[config.mk]
export PLATFORM = sky130hd
export DESIGN_NAME = video_cfg_bank_flat
export DESIGN_NICKNAME = d
export VERILOG_FILES = /design/src/rtl/video_cfg_bank_if.sv /design/src/rtl/video_cfg_bank.sv /design/src/flat_wrapper.sv
export SDC_FILE = /design/constraint.sdc
export NUM_CORES = 1
export LEC_CHECK = 0
export BUFFER_PORTS_ARGS = -buffer_cell sky130_fd_sc_hd__buf_2
export CAP_MARGIN = 20
export CORE_UTILIZATION = 40
export CTS_CLUSTER_DIAMETER = 120
export CTS_CLUSTER_SIZE = 30
export DETAILED_ROUTE_END_ITERATION = 8
export GPL_ROUTABILITY_DRIVEN = 0
export PLACE_DENSITY_LB_ADDON = 0.25
export SYNTH_ARGS = -nofsm -noshare
export SYNTH_HDL_FRONTEND = slang
export SYNTH_SLANG_ARGS = --single-unit
[constraint.sdc]
create_clock -name i_clk -period 3 [get_ports i_clk]
set_clock_uncertainty 0.1 [all_clocks]
set_input_delay 0.45 -clock i_clk [delete_from_list [all_inputs] [get_ports i_clk]]
set_output_delay 0.45 -clock i_clk [all_outputs]
set_load 0.01 [all_outputs]
[src/rtl/video_cfg_bank_if.sv]
// Purpose: register-bus and config-update handshake bundle for video_cfg_bank.
// Signals:
//   reg_wdata       32-bit MCU write data
//   reg_rdata       32-bit MCU read data (combinational from reg_addr)
//   reg_addr        6-bit byte address, [1:0] ignored
//   reg_wstrobe     one-cycle write strobe
//   cfg_update_req  level from the bank: active set changed, resample it
//   cfg_update_ack  acknowledge from the timing generator (same clock domain)
// Modports:
//   slave  - the register bank
//   master - the environment driving it (MCU bus plus timing generator)
interface video_cfg_bank_if;
    logic [31:0] reg_wdata;
    logic [31:0] reg_rdata;
    logic [5:0]  reg_addr;
    logic        reg_wstrobe;
    logic        cfg_update_req;
    logic        cfg_update_ack;

    modport slave (
        input  reg_wdata, reg_addr, reg_wstrobe, cfg_update_ack,
        output reg_rdata, cfg_update_req
    );

    modport master (
        output reg_wdata, reg_addr, reg_wstrobe, cfg_update_ack,
        input  reg_rdata, cfg_update_req
    );
endinterface

[src/rtl/video_cfg_bank.sv]
// Purpose: video timing/config register file with N_PROF shadow profiles and a
// frame-synchronous commit engine. The MCU edits shadow profiles; a commit copies
// one profile into the active set at the next VIDC flyback rise (or immediately),
// then a 4-phase req/ack tells the timing generator to resample.
// Ports:
//   i_clk, i_reset          clock, synchronous active-high reset
//   bus (slave)             register bus and cfg_update req/ack handshake
//   i_sync_flybk            asynchronous flyback level from VIDC
//   i_vidc_tregs_status     status bit reflected in CONTROL readback
//   o_vidc_tregs_ack        MCU-driven level (CONTROL bit 2)
//   o_a_*                   active timing/config fields
//   o_is_hires              copy of o_a_hires
module video_cfg_bank #(
    parameter int TW     = 11,
    parameter int WPL_W  = 9,
    parameter int CURS_W = 11,
    parameter int N_PROF = 4,
    parameter int FC_W   = 16
) (
    input  logic              i_clk,
    input  logic              i_reset,
    video_cfg_bank_if.slave   bus,
    input  logic              i_sync_flybk,
    input  logic              i_vidc_tregs_status,
    output logic              o_vidc_tregs_ack,
    output logic [TW-1:0]     o_a_res_x,
    output logic [TW-1:0]     o_a_hs_fp,
    output logic [TW-1:0]     o_a_hs_width,
    output logic [TW-1:0]     o_a_hs_bp,
    output logic [TW-1:0]     o_a_res_y,
    output logic [TW-1:0]     o_a_vs_fp,
    output logic [TW-1:0]     o_a_vs_width,
    output logic [TW-1:0]     o_a_vs_bp,
    output logic [WPL_W-1:0]  o_a_wpl_m1,
    output logic [2:0]        o_a_bpp,
    output logic              o_a_hires,
    output logic              o_a_double_x,
    output logic              o_a_double_y,
    output logic              o_a_crtlook,
    output logic              o_a_ext_pal,
    output logic [CURS_W-1:0] o_a_cursor_x_off,
    output logic              o_is_hires
);
    localparam int PW = (N_PROF > 2) ? $clog2(N_PROF) : 1;

    typedef struct packed {
        logic [TW-1:0]     res_x, hs_fp, hs_width, hs_bp;
        logic [TW-1:0]     res_y, vs_fp, vs_width, vs_bp;
        logic [WPL_W-1:0]  wpl_m1;
        logic [2:0]        bpp;
        logic              hires, dbl_x, dbl_y, crtlook, ext_pal;
        logic [CURS_W-1:0] curs_off;
    } cfg_t;

    typedef enum logic [2:0] {S_IDLE, S_ARMED, S_COPY, S_REQ, S_RELEASE} state_t;

    function automatic cfg_t cfg_default();
        cfg_t c;
        c.res_x    = TW'(640);
        c.hs_fp    = TW'(40);
        c.hs_width = TW'(20);
        c.hs_bp    = TW'(68);
        c.res_y    = TW'(256);
        c.vs_fp    = TW'(40);
        c.vs_width = TW'(5);
        c.vs_bp    = TW'(67);
        c.wpl_m1   = WPL_W'(79);
        c.bpp      = 3'd2;
        c.hires    = 1'b0;
        c.dbl_x    = 1'b0;
        c.dbl_y    = 1'b1;
        c.crtlook  = 1'b0;
        c.ext_pal  = 1'b0;
        c.curs_off = CURS_W'(217);
        return c;
    endfunction

    state_t          r_state;
    cfg_t            r_shadow [N_PROF];
    cfg_t            r_active;
    logic [PW-1:0]   r_wr_prof, r_act_prof, r_lat_prof;
    logic [FC_W-1:0] r_frame_cnt;
    logic            r_err, r_tregs_ack, r_req;
    logic            r_fb_s1, r_fb_s2, r_fb_d;

    logic [3:0]  w_idx;
    logic        w_wr, w_rise, w_ctrl_wr, w_commit, w_cprof_ok, w_wprof_ok;
    logic        w_busy, w_pending;
    logic [3:0]  w_cprof;
    logic [31:0] w_rd;
    cfg_t        w_sel;
    logic        w_unused;

    assign w_idx      = bus.reg_addr[5:2];
    assign w_wr       = bus.reg_wstrobe;
    assign w_rise     = r_fb_s2 & ~r_fb_d;
    assign w_ctrl_wr  = w_wr && (w_idx == 4'h8);
    assign w_commit   = w_ctrl_wr && bus.reg_wdata[0];
    assign w_cprof    = bus.reg_wdata[11:8];
    assign w_cprof_ok = int'(w_cprof) < N_PROF;
    // Compare the whole word so out-of-range values cannot alias after truncation.
    assign w_wprof_ok = bus.reg_wdata < 32'(N_PROF);
    assign w_busy     = (r_state == S_COPY) || (r_state == S_REQ) || (r_state == S_RELEASE);
    assign w_pending  = (r_state == S_ARMED);
    assign w_sel      = r_shadow[r_wr_prof];
    assign w_unused   = &{1'b0, bus.reg_addr[1:0], bus.reg_wdata};

    // Shadow profile writes. A write in the COPY cycle lands here only; COPY
    // samples the pre-edge shadow value.
    always_ff @(posedge i_clk) begin
        if (i_reset) begin
            for (int i = 0; i < N_PROF; i++) r_shadow[i] <= cfg_default();
        end else if (w_wr) begin
            case (w_idx)
                4'h0: begin
                    r_shadow[r_wr_prof].res_x <= bus.reg_wdata[TW-1:0];
                    r_shadow[r_wr_prof].dbl_x <= bus.reg_wdata[31];
                end
                4'h1: r_shadow[r_wr_prof].hs_fp    <= bus.reg_wdata[TW-1:0];
                4'h2: r_shadow[r_wr_prof].hs_width <= bus.reg_wdata[TW-1:0];
                4'h3: r_shadow[r_wr_prof].hs_bp    <= bus.reg_wdata[TW-1:0];
                4'h4: begin
                    r_shadow[r_wr_prof].res_y   <= bus.reg_wdata[TW-1:0];
                    r_shadow[r_wr_prof].crtlook <= bus.reg_wdata[30];
                    r_shadow[r_wr_prof].dbl_y   <= bus.reg_wdata[31];
                end
                4'h5: r_shadow[r_wr_prof].vs_fp    <= bus.reg_wdata[TW-1:0];
                4'h6: r_shadow[r_wr_prof].vs_width <= bus.reg_wdata[TW-1:0];
                4'h7: r_shadow[r_wr_prof].vs_bp    <= bus.reg_wdata[TW-1:0];
                4'h9: r_shadow[r_wr_prof].wpl_m1   <= bus.reg_wdata[WPL_W-1:0];
                // Mode word: hires[31], ext_pal[30], bpp[29:27], cursor offset low bits.
                4'hA: begin
                    r_shadow[r_wr_prof].hires    <= bus.reg_wdata[31];
                    r_shadow[r_wr_prof].ext_pal  <= bus.reg_wdata[30];
                    r_shadow[r_wr_prof].bpp      <= bus.reg_wdata[29:27];
                    r_shadow[r_wr_prof].curs_off <= bus.reg_wdata[CURS_W-1:0];
                end
                default: ;
            endcase
        end
    end

    // Control, flyback synchroniser, commit FSM and active set.
    always_ff @(posedge i_clk) begin
        if (i_reset) begin
            r_state     <= S_IDLE;
            r_active    <= cfg_default();
            r_wr_prof   <= '0;
            r_act_prof  <= '0;
            r_lat_prof  <= '0;
            r_frame_cnt <= '0;
            r_err       <= 1'b0;
            r_tregs_ack <= 1'b0;
            r_req       <= 1'b0;
            r_fb_s1     <= 1'b0;
            r_fb_s2     <= 1'b0;
            r_fb_d      <= 1'b0;
        end else begin
            r_fb_s1 <= i_sync_flybk;
            r_fb_s2 <= r_fb_s1;
            r_fb_d  <= r_fb_s2;
            if (w_rise) r_frame_cnt <= r_frame_cnt + FC_W'(1);

            if (w_wr && (w_idx == 4'hB) && w_wprof_ok) r_wr_prof <= bus.reg_wdata[PW-1:0];

            if (w_ctrl_wr) begin
                r_tregs_ack <= bus.reg_wdata[2];
                if (bus.reg_wdata[3]) r_err <= 1'b0;
            end

            // Error sets below are placed after the clear so a set wins.
            case (r_state)
                S_IDLE: begin
                    if (w_commit) begin
                        if (w_cprof_ok) begin
                            r_lat_prof <= w_cprof[PW-1:0];
                            r_state    <= bus.reg_wdata[1] ? S_COPY : S_ARMED;
                        end else begin
                            r_err <= 1'b1;
                        end
                    end
                end
                // A rise coincident with the arming write was seen while IDLE, so
                // only a later rise advances from here.
                S_ARMED: if (w_rise) r_state <= S_COPY;
                S_COPY: begin
                    r_active   <= r_shadow[r_lat_prof];
                    r_act_prof <= r_lat_prof;
                    r_req      <= 1'b1;
                    r_state    <= S_REQ;
                end
                S_REQ: begin
                    if (bus.cfg_update_ack) begin
                        r_req   <= 1'b0;
                        r_state <= S_RELEASE;
                    end
                end
                S_RELEASE: if (!bus.cfg_update_ack) r_state <= S_IDLE;
                default: r_state <= S_IDLE;
            endcase

            if (w_commit && (r_state != S_IDLE)) r_err <= 1'b1;
        end
    end

    always_comb begin
        w_rd = '0;
        case (w_idx)
            4'h0: begin w_rd[TW-1:0] = w_sel.res_x; w_rd[31] = w_sel.dbl_x; end
            4'h1: w_rd[TW-1:0] = w_sel.hs_fp;
            4'h2: w_rd[TW-1:0] = w_sel.hs_width;
            4'h3: w_rd[TW-1:0] = w_sel.hs_bp;
            4'h4: begin
                w_rd[TW-1:0] = w_sel.res_y;
                w_rd[30]     = w_sel.crtlook;
                w_rd[31]     = w_sel.dbl_y;
            end
            4'h5: w_rd[TW-1:0] = w_sel.vs_fp;
            4'h6: w_rd[TW-1:0] = w_sel.vs_width;
            4'h7: w_rd[TW-1:0] = w_sel.vs_bp;
            4'h8: w_rd[5:0] = {r_fb_s2, i_vidc_tregs_status, r_err, r_tregs_ack, w_busy, w_pending};
            4'h9: w_rd[WPL_W-1:0] = w_sel.wpl_m1;
            4'hA: begin
                w_rd[31]         = w_sel.hires;
                w_rd[30]         = w_sel.ext_pal;
                w_rd[29:27]      = w_sel.bpp;
                w_rd[CURS_W-1:0] = w_sel.curs_off;
            end
            4'hB: begin w_rd[PW-1:0] = r_wr_prof; w_rd[PW+15:16] = r_act_prof; end
            4'hC: w_rd[FC_W-1:0] = r_frame_cnt;
            default: w_rd = '0;
        endcase
    end

    assign bus.reg_rdata      = w_rd;
    assign bus.cfg_update_req = r_req;
    assign o_vidc_tregs_ack   = r_tregs_ack;
    assign o_a_res_x          = r_active.res_x;
    assign o_a_hs_fp          = r_active.hs_fp;
    assign o_a_hs_width       = r_active.hs_width;
    assign o_a_hs_bp          = r_active.hs_bp;
    assign o_a_res_y          = r_active.res_y;
    assign o_a_vs_fp          = r_active.vs_fp;
    assign o_a_vs_width       = r_active.vs_width;
    assign o_a_vs_bp          = r_active.vs_bp;
    assign o_a_wpl_m1         = r_active.wpl_m1;
    assign o_a_bpp            = r_active.bpp;
    assign o_a_hires          = r_active.hires;
    assign o_a_double_x       = r_active.dbl_x;
    assign o_a_double_y       = r_active.dbl_y;
    assign o_a_crtlook        = r_active.crtlook;
    assign o_a_ext_pal        = r_active.ext_pal;
    assign o_a_cursor_x_off   = r_active.curs_off;
    assign o_is_hires         = r_active.hires;
endmodule

[src/flat_wrapper.sv]
// flat-port wrapper written by rule: the top's interface ports become plain ports
module video_cfg_bank_flat 
#(
    parameter int TW     = 11,
    parameter int WPL_W  = 9,
    parameter int CURS_W = 11,
    parameter int N_PROF = 4,
    parameter int FC_W   = 16
)
  (i_clk, i_reset, i_sync_flybk, i_vidc_tregs_status, o_vidc_tregs_ack, o_a_res_x, o_a_hs_fp, o_a_hs_width, o_a_hs_bp, o_a_res_y, o_a_vs_fp, o_a_vs_width, o_a_vs_bp, o_a_wpl_m1, o_a_bpp, o_a_hires, o_a_double_x, o_a_double_y, o_a_crtlook, o_a_ext_pal, o_a_cursor_x_off, o_is_hires, bus_reg_wdata, bus_reg_addr, bus_reg_wstrobe, bus_cfg_update_ack, bus_reg_rdata, bus_cfg_update_req);
  video_cfg_bank_if bus_i ();
  input  logic i_clk;
  input  logic i_reset;
  input  logic i_sync_flybk;
  input  logic i_vidc_tregs_status;
  output logic o_vidc_tregs_ack;
  output logic [TW-1:0] o_a_res_x;
  output logic [TW-1:0] o_a_hs_fp;
  output logic [TW-1:0] o_a_hs_width;
  output logic [TW-1:0] o_a_hs_bp;
  output logic [TW-1:0] o_a_res_y;
  output logic [TW-1:0] o_a_vs_fp;
  output logic [TW-1:0] o_a_vs_width;
  output logic [TW-1:0] o_a_vs_bp;
  output logic [WPL_W-1:0] o_a_wpl_m1;
  output logic [2:0] o_a_bpp;
  output logic o_a_hires;
  output logic o_a_double_x;
  output logic o_a_double_y;
  output logic o_a_crtlook;
  output logic o_a_ext_pal;
  output logic [CURS_W-1:0] o_a_cursor_x_off;
  output logic o_is_hires;
  input wire logic [$bits(bus_i.reg_wdata)-1:0] bus_reg_wdata;
  input wire logic [$bits(bus_i.reg_addr)-1:0] bus_reg_addr;
  input wire logic [$bits(bus_i.reg_wstrobe)-1:0] bus_reg_wstrobe;
  input wire logic [$bits(bus_i.cfg_update_ack)-1:0] bus_cfg_update_ack;
  output wire logic [$bits(bus_i.reg_rdata)-1:0] bus_reg_rdata;
  output wire logic [$bits(bus_i.cfg_update_req)-1:0] bus_cfg_update_req;
  assign bus_i.reg_wdata = bus_reg_wdata;
  assign bus_i.reg_addr = bus_reg_addr;
  assign bus_i.reg_wstrobe = bus_reg_wstrobe;
  assign bus_i.cfg_update_ack = bus_cfg_update_ack;
  assign bus_reg_rdata = bus_i.reg_rdata;
  assign bus_cfg_update_req = bus_i.cfg_update_req;
  video_cfg_bank #(.TW(TW), .WPL_W(WPL_W), .CURS_W(CURS_W), .N_PROF(N_PROF), .FC_W(FC_W)) u_core (.i_clk(i_clk), .i_reset(i_reset), .bus(bus_i), .i_sync_flybk(i_sync_flybk), .i_vidc_tregs_status(i_vidc_tregs_status), .o_vidc_tregs_ack(o_vidc_tregs_ack), .o_a_res_x(o_a_res_x), .o_a_hs_fp(o_a_hs_fp), .o_a_hs_width(o_a_hs_width), .o_a_hs_bp(o_a_hs_bp), .o_a_res_y(o_a_res_y), .o_a_vs_fp(o_a_vs_fp), .o_a_vs_width(o_a_vs_width), .o_a_vs_bp(o_a_vs_bp), .o_a_wpl_m1(o_a_wpl_m1), .o_a_bpp(o_a_bpp), .o_a_hires(o_a_hires), .o_a_double_x(o_a_double_x), .o_a_double_y(o_a_double_y), .o_a_crtlook(o_a_crtlook), .o_a_ext_pal(o_a_ext_pal), .o_a_cursor_x_off(o_a_cursor_x_off), .o_is_hires(o_is_hires));
endmodule
======== Word level (Yosys, flattened, before mapping) ========
Memories as Yosys holds them, arrays and structs flattened. A register that Yosys moved wholly into a read port is not among the register bits.
Cells that the tools add are included.
Widths: inputs -> output; s select.
operators by class
  muxes and demuxes ....................... 71
  bitwise gates (word level) .............. 2
  reductions and logical operators ........ 15
  add/subtract/negate cells ............... 1
  magnitude comparators ................... 2
  eq/ne operators ......................... 21
operator list
  cell                   number
  $mux 116               1
  $reduce_or 116->1      1
  $mux 1                 49
  $pmux 4 s12            1
  $pmux 3 s11            1
  $lt 32x3->1 const B    1
  $pmux 2 s13            1
  $eq 4x4->1 const B     5
  $pmux 2 s10            1
  $mux 3                 6
  $add 16x1->16 const B  1
  $eq 4x3->1 const B     4
  $pmux 3 s5             1
  $mux 10                1
  $mux 2                 5
  $eq 4x2->1 const B     2
  $eq 3x2->1 const B     2
  $ne 2x1->1 const B     3
  $logic_and 1x1->1      5
  $mux 5                 1
  $reduce_and 5->1       1
  $eq 4x1->1 const B     1
  $logic_not 4->1        1
  $lt 4x3->1 const B     1
  13 further kinds       16
word-level totals
  logic and storage cells ................. 124
  bits of input ports ..................... 44
  flip-flop bits (word level) ............. 31
  memory bits (writable) .................. 464
  output and inout port bits .............. 151
  memories ................................ 1
memories
  name             words  width  read ports  clocked after memory_dff  wr ports  RTL line              source
  u_core.r_shadow  4      116    2           2                         4         video_cfg_bank.sv:79  cfg_t r_shadow [N_PROF];

======== Depth between registers and ports, before layout ========
Gate-level depths: netlist (run 1).
  word-level depth ........................ 7
  gate-level depth with buffers ........... 7
  gate-level depth less buffers ........... 5

======== Worst setup path after synthesis (run 1) ========
Ideal clock, no wire load.
  path type ............................... input-to-output
  from .................................... input bus_reg_addr[4]
  to ...................................... output bus_reg_rdata[4]
  stages .................................. 6
  data required time ...................... 2.450 ns
  path buffers ............................ 2
  setup slack ............................. 0.496 ns
  data arrival time ....................... 1.954 ns
  path through ............................ buf_2 -> buf_1 -> mux2_2 -> a22o_1 -> a221oi_1 -> nand4_1
on the way
  word-level cells in the longest chain between the ends .. 2
  elaborated cells on any way between the ends .. 13
  classes of those cells .................. eq/ne (11); mux (1); reduce/logical (1)
ends and longest elaborated chain
  what                                      RTL line               source
  start: declaration                        flat_wrapper.sv:35     input wire logic [$bits(bus_i.reg_addr)-1:0] bus_reg_addr;
  $eq 4x4->1, or another cell as far along  video_cfg_bank.sv:208  case (w_idx)
  $pmux 4 s12 *                             video_cfg_bank.sv:208
  end: declaration                          flat_wrapper.sv:38     output wire logic [$bits(bus_i.reg_rdata)-1:0] bus_reg_rdata;
Every way passes the cells marked *; elsewhere a longest branch is shown, timed or not.

==> results of run 1 <==
==> cells by family (layout without fill, tap and decap cells) <==
kind of cell | count (synthesis) | count (layout) | share of synthesized area, %
other | 1 | 13 | 0.0130
DFF | 613 | 613 | 58.6
adders and majority gates | 1 | 1 | 0.0433
AOI/OAI and AO/OA | 202 | 202 | 4.47
xor gates and xnor gates | 11 | 11 | 0.360
muxes | 239 | 239 | 18.4
buffers and inverters | 223 | 504 | 3.60
and+or+nand+nor | 864 | 864 | 14.5
==> routing by layer <==
metal	global-route usage, %	routed length [µm]	vias to the layer above
met5	0	23	-
met4	8.74	3810	4
met3	5.63	8800	149
met2	41.6	45100	1019
met1	33.7	36900	10300
li1	-	-	8573
==> final timing paths <==
kind                                                              start                                 endpoint  slack [ns]  cells after the start
worst max register to register           u_core.r_state[1]$_SDFFE_PP0P_      u_core.o_a_vs_width[9]$_SDFFE_PP0N_        0.48                      5
worst max-delay path                                          flip-flop                         bus_reg_rdata[4]       -0.62                      7
worst min-delay path                                   bus_reg_wdata[2]     u_core.o_vidc_tregs_ack$_SDFFE_PP0N_        0.05                      3
worst min register to register  u_core.o_a_cursor_x_off[8]$_SDFFE_PP0N_  u_core.o_a_cursor_x_off[8]$_SDFFE_PP0N_        0.36                      2
==> registers in the layout (all words and copies together), names as in the netlist, 2 cells and up, named ones only <==
register / cells
u_core.r_shadow: 464
u_core.r_frame_cnt: 16
u_core.o_a_cursor_x_off: 11
u_core.o_a_hs_bp: 11
u_core.o_a_hs_fp: 11
u_core.o_a_hs_width: 11
u_core.o_a_res_x: 11
u_core.o_a_res_y: 11
u_core.o_a_vs_bp: 11
u_core.o_a_vs_fp: 11
u_core.o_a_vs_width: 11
u_core.o_a_wpl_m1: 9
u_core.o_a_bpp: 3
u_core.r_state: 3
u_core.r_act_prof: 2
u_core.r_lat_prof: 2
u_core.r_wr_prof: 2
==> tightest hold or removal path, cell delays in order <==
cell,delay (ns)
buf_2,0.15
nand3_1,0.08
a21oi_1,0.05
==> stage by stage <==
stage / setup TNS [ns] / setup WS [ns]
detailed placement: -0.0369 / -0.0369
global route: -6.41 / -0.597
floorplan: 0 / 0.496
finish: -6.12 / -0.619
CTS: -4.97 / -0.520
global placement: -0.0326 / -0.0326
==> report_power, final <==
group | switching, µW | internal, µW | leakage, µW
Sequential | 148 | 9400 | 0.00569
Combinational | 765 | 414 | 0.00510
Clock | 2630 | 1650 | 0.000348
Total | 3540 | 11500 | 0.0111
==> layout by cell type (no fill, tap or decap), drive strengths merged, types with 48 or more instances in the layout <==
master,Yosys,layout
a21oi,104,104
buf,100,436
dfxtp,149,149
edfxtp,464,464
mux4,232,232
nand2,288,288
nand4,50,50
nor2,292,292
or2,48,48
==> cell type report <==
type,count,area [µm²]
clock inverters,2,17.5
repair buffers,437,3400
multi-input cells,1326,11200
fillers,6386,38000
flip-flops and latches,613,16900
inverters,23,86.3
well taps,950,1190
diodes,4,10.0
clock buffers,42,711
==> what timing repair did <==
action | in CTS | in global routing
cloned | 1 | 0
pin swaps | 5 | 19
hold endpoints to repair | 1 | 0
gates resized for setup | 25 | 29
endpoints found under the setup margin | 13 | 13
buffers inserted | 5 | 18
hold buffers | 1 | 0
==> reports/metrics.cfg, run 1 <==
[critical_path]
cp_max_fo = 9
worst-setup-path-type = reg -> out
critPathMostFrequentCell = buf_12
critPathTopFamily = buffers and inverters
cp-start-kind = flip-flop
max_stage_delay_ns = 0.55
worstPathCellList = buf_12 -> buf_12 -> buf_12 -> mux4_2 -> a22oi_1 -> nand4_1 -> buf_2
critPathBufInv = 4
cp.arrival_ns = 3.07
end_kind = output pin
required_ns = 2.45
cpMaxStageDelayCell = mux4_2

[status]
violations = setup timing
outcome = complete, but fails checks

[placement]
port_buffers = 183
placed_cells = 3324
post-dp-hpwl_um = 68700
placed_area_um2 = 32300

[clock_network]
clock-root-buffer = clkbuf_16
htree_levels = 1
cts_tree = built
clk_latency_ns = 0.62
clkSinkCount = 613
cts_buffer_depth = 3
cts_inserted_buffers = 24
path_clk_slew_ns = 0.12

[finish]
final_util_pct = 46.9
layout-drive-gt1-share_pct = 33.4
nets = 2470
fin_area_um2 = 33500
area_growth_pct = 16.1
final_cells = 3397

[die]
initial_core_util_pct = 40.4
fp.dieArea_um2 = 73200
die_w_um = 271
core_um2 = 71500
ioPinCount = 195
die_h_um = 271
rows = 98

[timing]
finalHoldViolCount = 0
setup_violations = 13
rsz0062_at_grt = yes
drv_slew = 0
worst_pin_slew_ns = 0.804
holdWs_ns = 0.0503
timing.final.crit_share_pct = 121
fmax_mhz = 276
finalCriticalPeriod_ns = 3.62
fin_ws_ns = -0.619
max_slew_margin_pct = 46.3

[power_and_ir_drop]
p_total_uw = 15000
ir_drop_mv = 0.317
p_leak_uw = 0.0111
p_per_area_nw_per_um2 = 448

[route]
route.detailed.drc = 0
vias = 20100
firstDrtPassIters = 7
drtIter0Drc = 2560
viasPerCell = 5.91
ant_nets = 0
wl_per_cell_um = 27.8
drt_wl_total_um = 94600

[hold_path]
hold_path_class = in -> reg

[logic_synthesis]
yosysSeqAreaShare_pct = 58.6
yosysMostFrequentCell = edfxtp_1
synth_common_cells = edfxtp_1 (464), nor2_1 (291), nand2_1 (288)
ys_types = 65
synth.avg_cell_area_um2 = 13.4
async_reset_ff_share_pct = 0
synth_top_area_share_pct = 48.3
synth.area.top_cells = edfxtp_1 (48%), mux4_2 (18%), dfxtp_1 (10%)
netlist_area_um2 = 28900
netlist_instances = 2154
yosys_warnings = 0
ys.flop_type = edfxtp_1
synth_top_area_cell = edfxtp_1
synth_edf_count = 464
synth-seq-cells = 613

[global_route]
grt_pass1_vias = 19700
grt_overflow = 0
antenna_found_initial = 6
grt_max_degree = 74
grt.total_usage_pct = 25.5
grt_pass1_wl_um = 136000

[flow_run]
maxCapViolCount = 0

Power figures use the tool's default switching activity.
==> run 2: changes to the inputs <==
- SETUP_SLACK_MARGIN: unset -> 0.05
==> reports/metrics.cfg, run 2 (same netlist as run 1, synthesis figures left out) <==
[placement]
placed_cells = 3324  ; unchanged
dp_slack_ns = -0.0369  ; unchanged
placed_area_um2 = 32300  ; unchanged
post-dp-hpwl_um = 68700  ; unchanged
port_buffers = 183  ; unchanged

[power_and_ir_drop]
switchingPower_uw = 3540  ; about the same
pwr-share-clk_pct = 28.5  ; about the same
switching_share_pct = 23.6  ; about the same
p_per_area_nw_per_um2 = 448  ; about the same
p_total_uw = 15000  ; about the same
p_comb_share_pct = 7.9  ; about the same
p_int_uw = 11500  ; about the same
pwr-share-seq_pct = 63.6  ; about the same
p_leak_uw = 0.0111  ; unchanged
ir_drop_mv = 0.316  ; about the same

[timing]
finalHoldViolCount = 0  ; unchanged
fin_ws_ns = -0.611  ; +0.00777 ns
drv_slew = 0  ; unchanged
fmax_mhz = 277  ; +0.22%
setup_violations = 13  ; unchanged
max_slew_margin_pct = 46.4  ; +0.13 points
finalCriticalPeriod_ns = 3.61  ; -0.00777 ns
rsz0062_at_grt = yes
timing.final.crit_share_pct = 120  ; -0.26 points
worst_pin_slew_ns = 0.803  ; -0.00197 ns

[die]
fp.dieArea_um2 = 73200  ; unchanged
ioPinCount = 195  ; unchanged
core_um2 = 71500  ; unchanged
rows = 98  ; unchanged
die_w_um = 271  ; unchanged
die_h_um = 271  ; unchanged
initial_core_util_pct = 40.4  ; unchanged

[route]
vias = 20100  ; -0.12%
wl_per_cell_um = 27.8  ; about the same
firstDrtPassIters = 8  ; +1
drtIter0Drc = 2632  ; +2.8%
route.detailed.drc = 0  ; unchanged
ant_nets = 0  ; unchanged
viasPerCell = 5.90  ; -0.12%
drt_wl_total_um = 94500  ; about the same

[clock_network]
htree_levels = 1  ; unchanged
clock-root-buffer = clkbuf_16
cts_buffer_depth = 3  ; unchanged
cts_tree = built
path_clk_slew_ns = 0.12  ; about the same
clkSinkCount = 613  ; unchanged
clk_latency_ns = 0.63  ; about the same
cts_inserted_buffers = 24  ; unchanged

[critical_path]
required_ns = 2.45  ; about the same
critPathMostFrequentCell = buf_12
cpMaxStageDelayCell = mux4_2
max_stage_delay_ns = 0.55  ; about the same
worst-setup-path-type = reg -> out
timing.rr.start = u_core.r_state[1]$_SDFFE_PP0P_
endpoint = bus_reg_rdata[4]
path_depth = 7  ; unchanged
regToRegEndpoint = u_core.o_a_vs_width[9]$_SDFFE_PP0N_
r2r_slack_ns = 0.47  ; about the same
cp_max_fo = 9  ; unchanged
cp-start-kind = flip-flop
worstPathCellList = buf_12 -> buf_12 -> buf_12 -> mux4_2 -> a22oi_1 -> nand4_1 -> buf_2
critPathBufInv = 4  ; unchanged
r2r_cells = 5  ; unchanged
end_kind = output pin
critPathTopFamily = buffers and inverters
cp.arrival_ns = 3.06  ; about the same

[status]
violations = setup timing
outcome = complete, but fails checks

[finish]
final_util_pct = 46.9  ; unchanged
final_cells = 3397  ; unchanged
layout-drive-gt1-share_pct = 33.4  ; unchanged
final.fill_count = 6386  ; unchanged
final_cell_mix = edfxtp_1 (464), nor2_1 (291), nand2_1 (288), mux4_2 (232), buf_4 (204)
top_register = u_core.r_shadow
final_common_cell = edfxtp_1
largest_reg_flops = 464  ; unchanged
area_growth_pct = 16.1  ; unchanged
reg_top3 = u_core.r_shadow x464, u_core.r_frame_cnt x16
fin_area_um2 = 33500  ; unchanged
nets = 2470  ; unchanged

[global_route]
grt_overflow = 0  ; unchanged
grt.total_usage_pct = 25.5  ; unchanged
grt_pass1_vias = 19700  ; unchanged
grt_max_degree = 74  ; unchanged
grt_pass1_wl_um = 136000  ; unchanged
antenna_found_initial = 6  ; unchanged

[hold_path]
whs_path_depth = 3  ; unchanged
hold_path_class = in -> reg

[flow_run]
maxCapViolCount = 0  ; unchanged

## run 2: cell counts in the layout (fill, tap and decap cells not counted)
No cell type changed its count.
## run 2: layout make-up
class,instances,area [µm²],share of cell area (%)
clock buffers,42,711,2.12
repair buffers,437,3400,10.2
flip-flops and latches,613,16900,50.5
inverters,23,86.3,0.258
multi-input cells,1326,11200,33.3
well taps,950,1190,3.55
diodes,4,10.0,0.0299
clock inverters,2,17.5,0.0523
## run 2: worst min-delay path by stage
| stage | from | endpoint | slack [ns] |
|---|---|---|---|
| after floorplan | u_core.r_fb_s1$_SDFF_PP0_ | u_core.r_fb_s2$_SDFF_PP0_ | 0.31 |
| after global placement | u_core.r_fb_s1$_SDFF_PP0_ | u_core.r_fb_s2$_SDFF_PP0_ | 0.34 |
| after detailed placement | u_core.r_fb_s1$_SDFF_PP0_ | u_core.r_fb_s2$_SDFF_PP0_ | 0.34 |
| after CTS | bus_reg_wdata[2] | u_core.o_vidc_tregs_ack$_SDFFE_PP0N_ | 0.04 |
| after global routing | bus_reg_wdata[2] | u_core.o_vidc_tregs_ack$_SDFFE_PP0N_ | 0.05 |
| final | bus_reg_wdata[2] | u_core.o_vidc_tregs_ack$_SDFFE_PP0N_ | 0.05 |
## run 2: worst reg2reg max path: stages (launching register included)
cell     delay, ns
dfxtp_1       0.53
nor2b_1       0.43
nor2b_4       0.77
buf_4         0.37
nand2_1       0.12
a21oi_1       0.12
## run 2: metrics by stage
stage | TNS (ns) | hold WS (ns)
after floorplan | 0 | 0.314
after detailed placement | -0.0369 | 0.344
final | -6.15 | 0.0456
after global routing | -6.41 | 0.0510
after global placement | -0.0326 | 0.338
after CTS | -4.97 | 0.0414
## run 2: power by group through the flow
stage | clock, µW | sequential, µW | combinational [µW]
floorplan | 0 | 9680 | 579
global placement | 0 | 9710 | 1130
detailed placement | 0 | 9740 | 1140
CTS | 4360 | 9540 | 1160
global route | 4640 | 9580 | 1220
finish | 4280 | 9550 | 1180
## run 2: repair_timing
item | CTS | global route
gates cloned | 1 | 0
endpoints found under the setup margin | 13 | 13
hold buffers | 1 | 0
gates resized for setup | 25 | 29
hold endpoints to repair | 1 | 0
pin swaps | 5 | 19
buffers inserted | 5 | 18
## run 2: per-layer routing
metal,vias to the layer above,track usage (%),routed length (µm)
li1,8575,-,-
met1,10300,33.7,36300
met2,1067,41.6,44900
met3,150,5.63,9420
met4,4,8.74,3860
met5,-,0,24
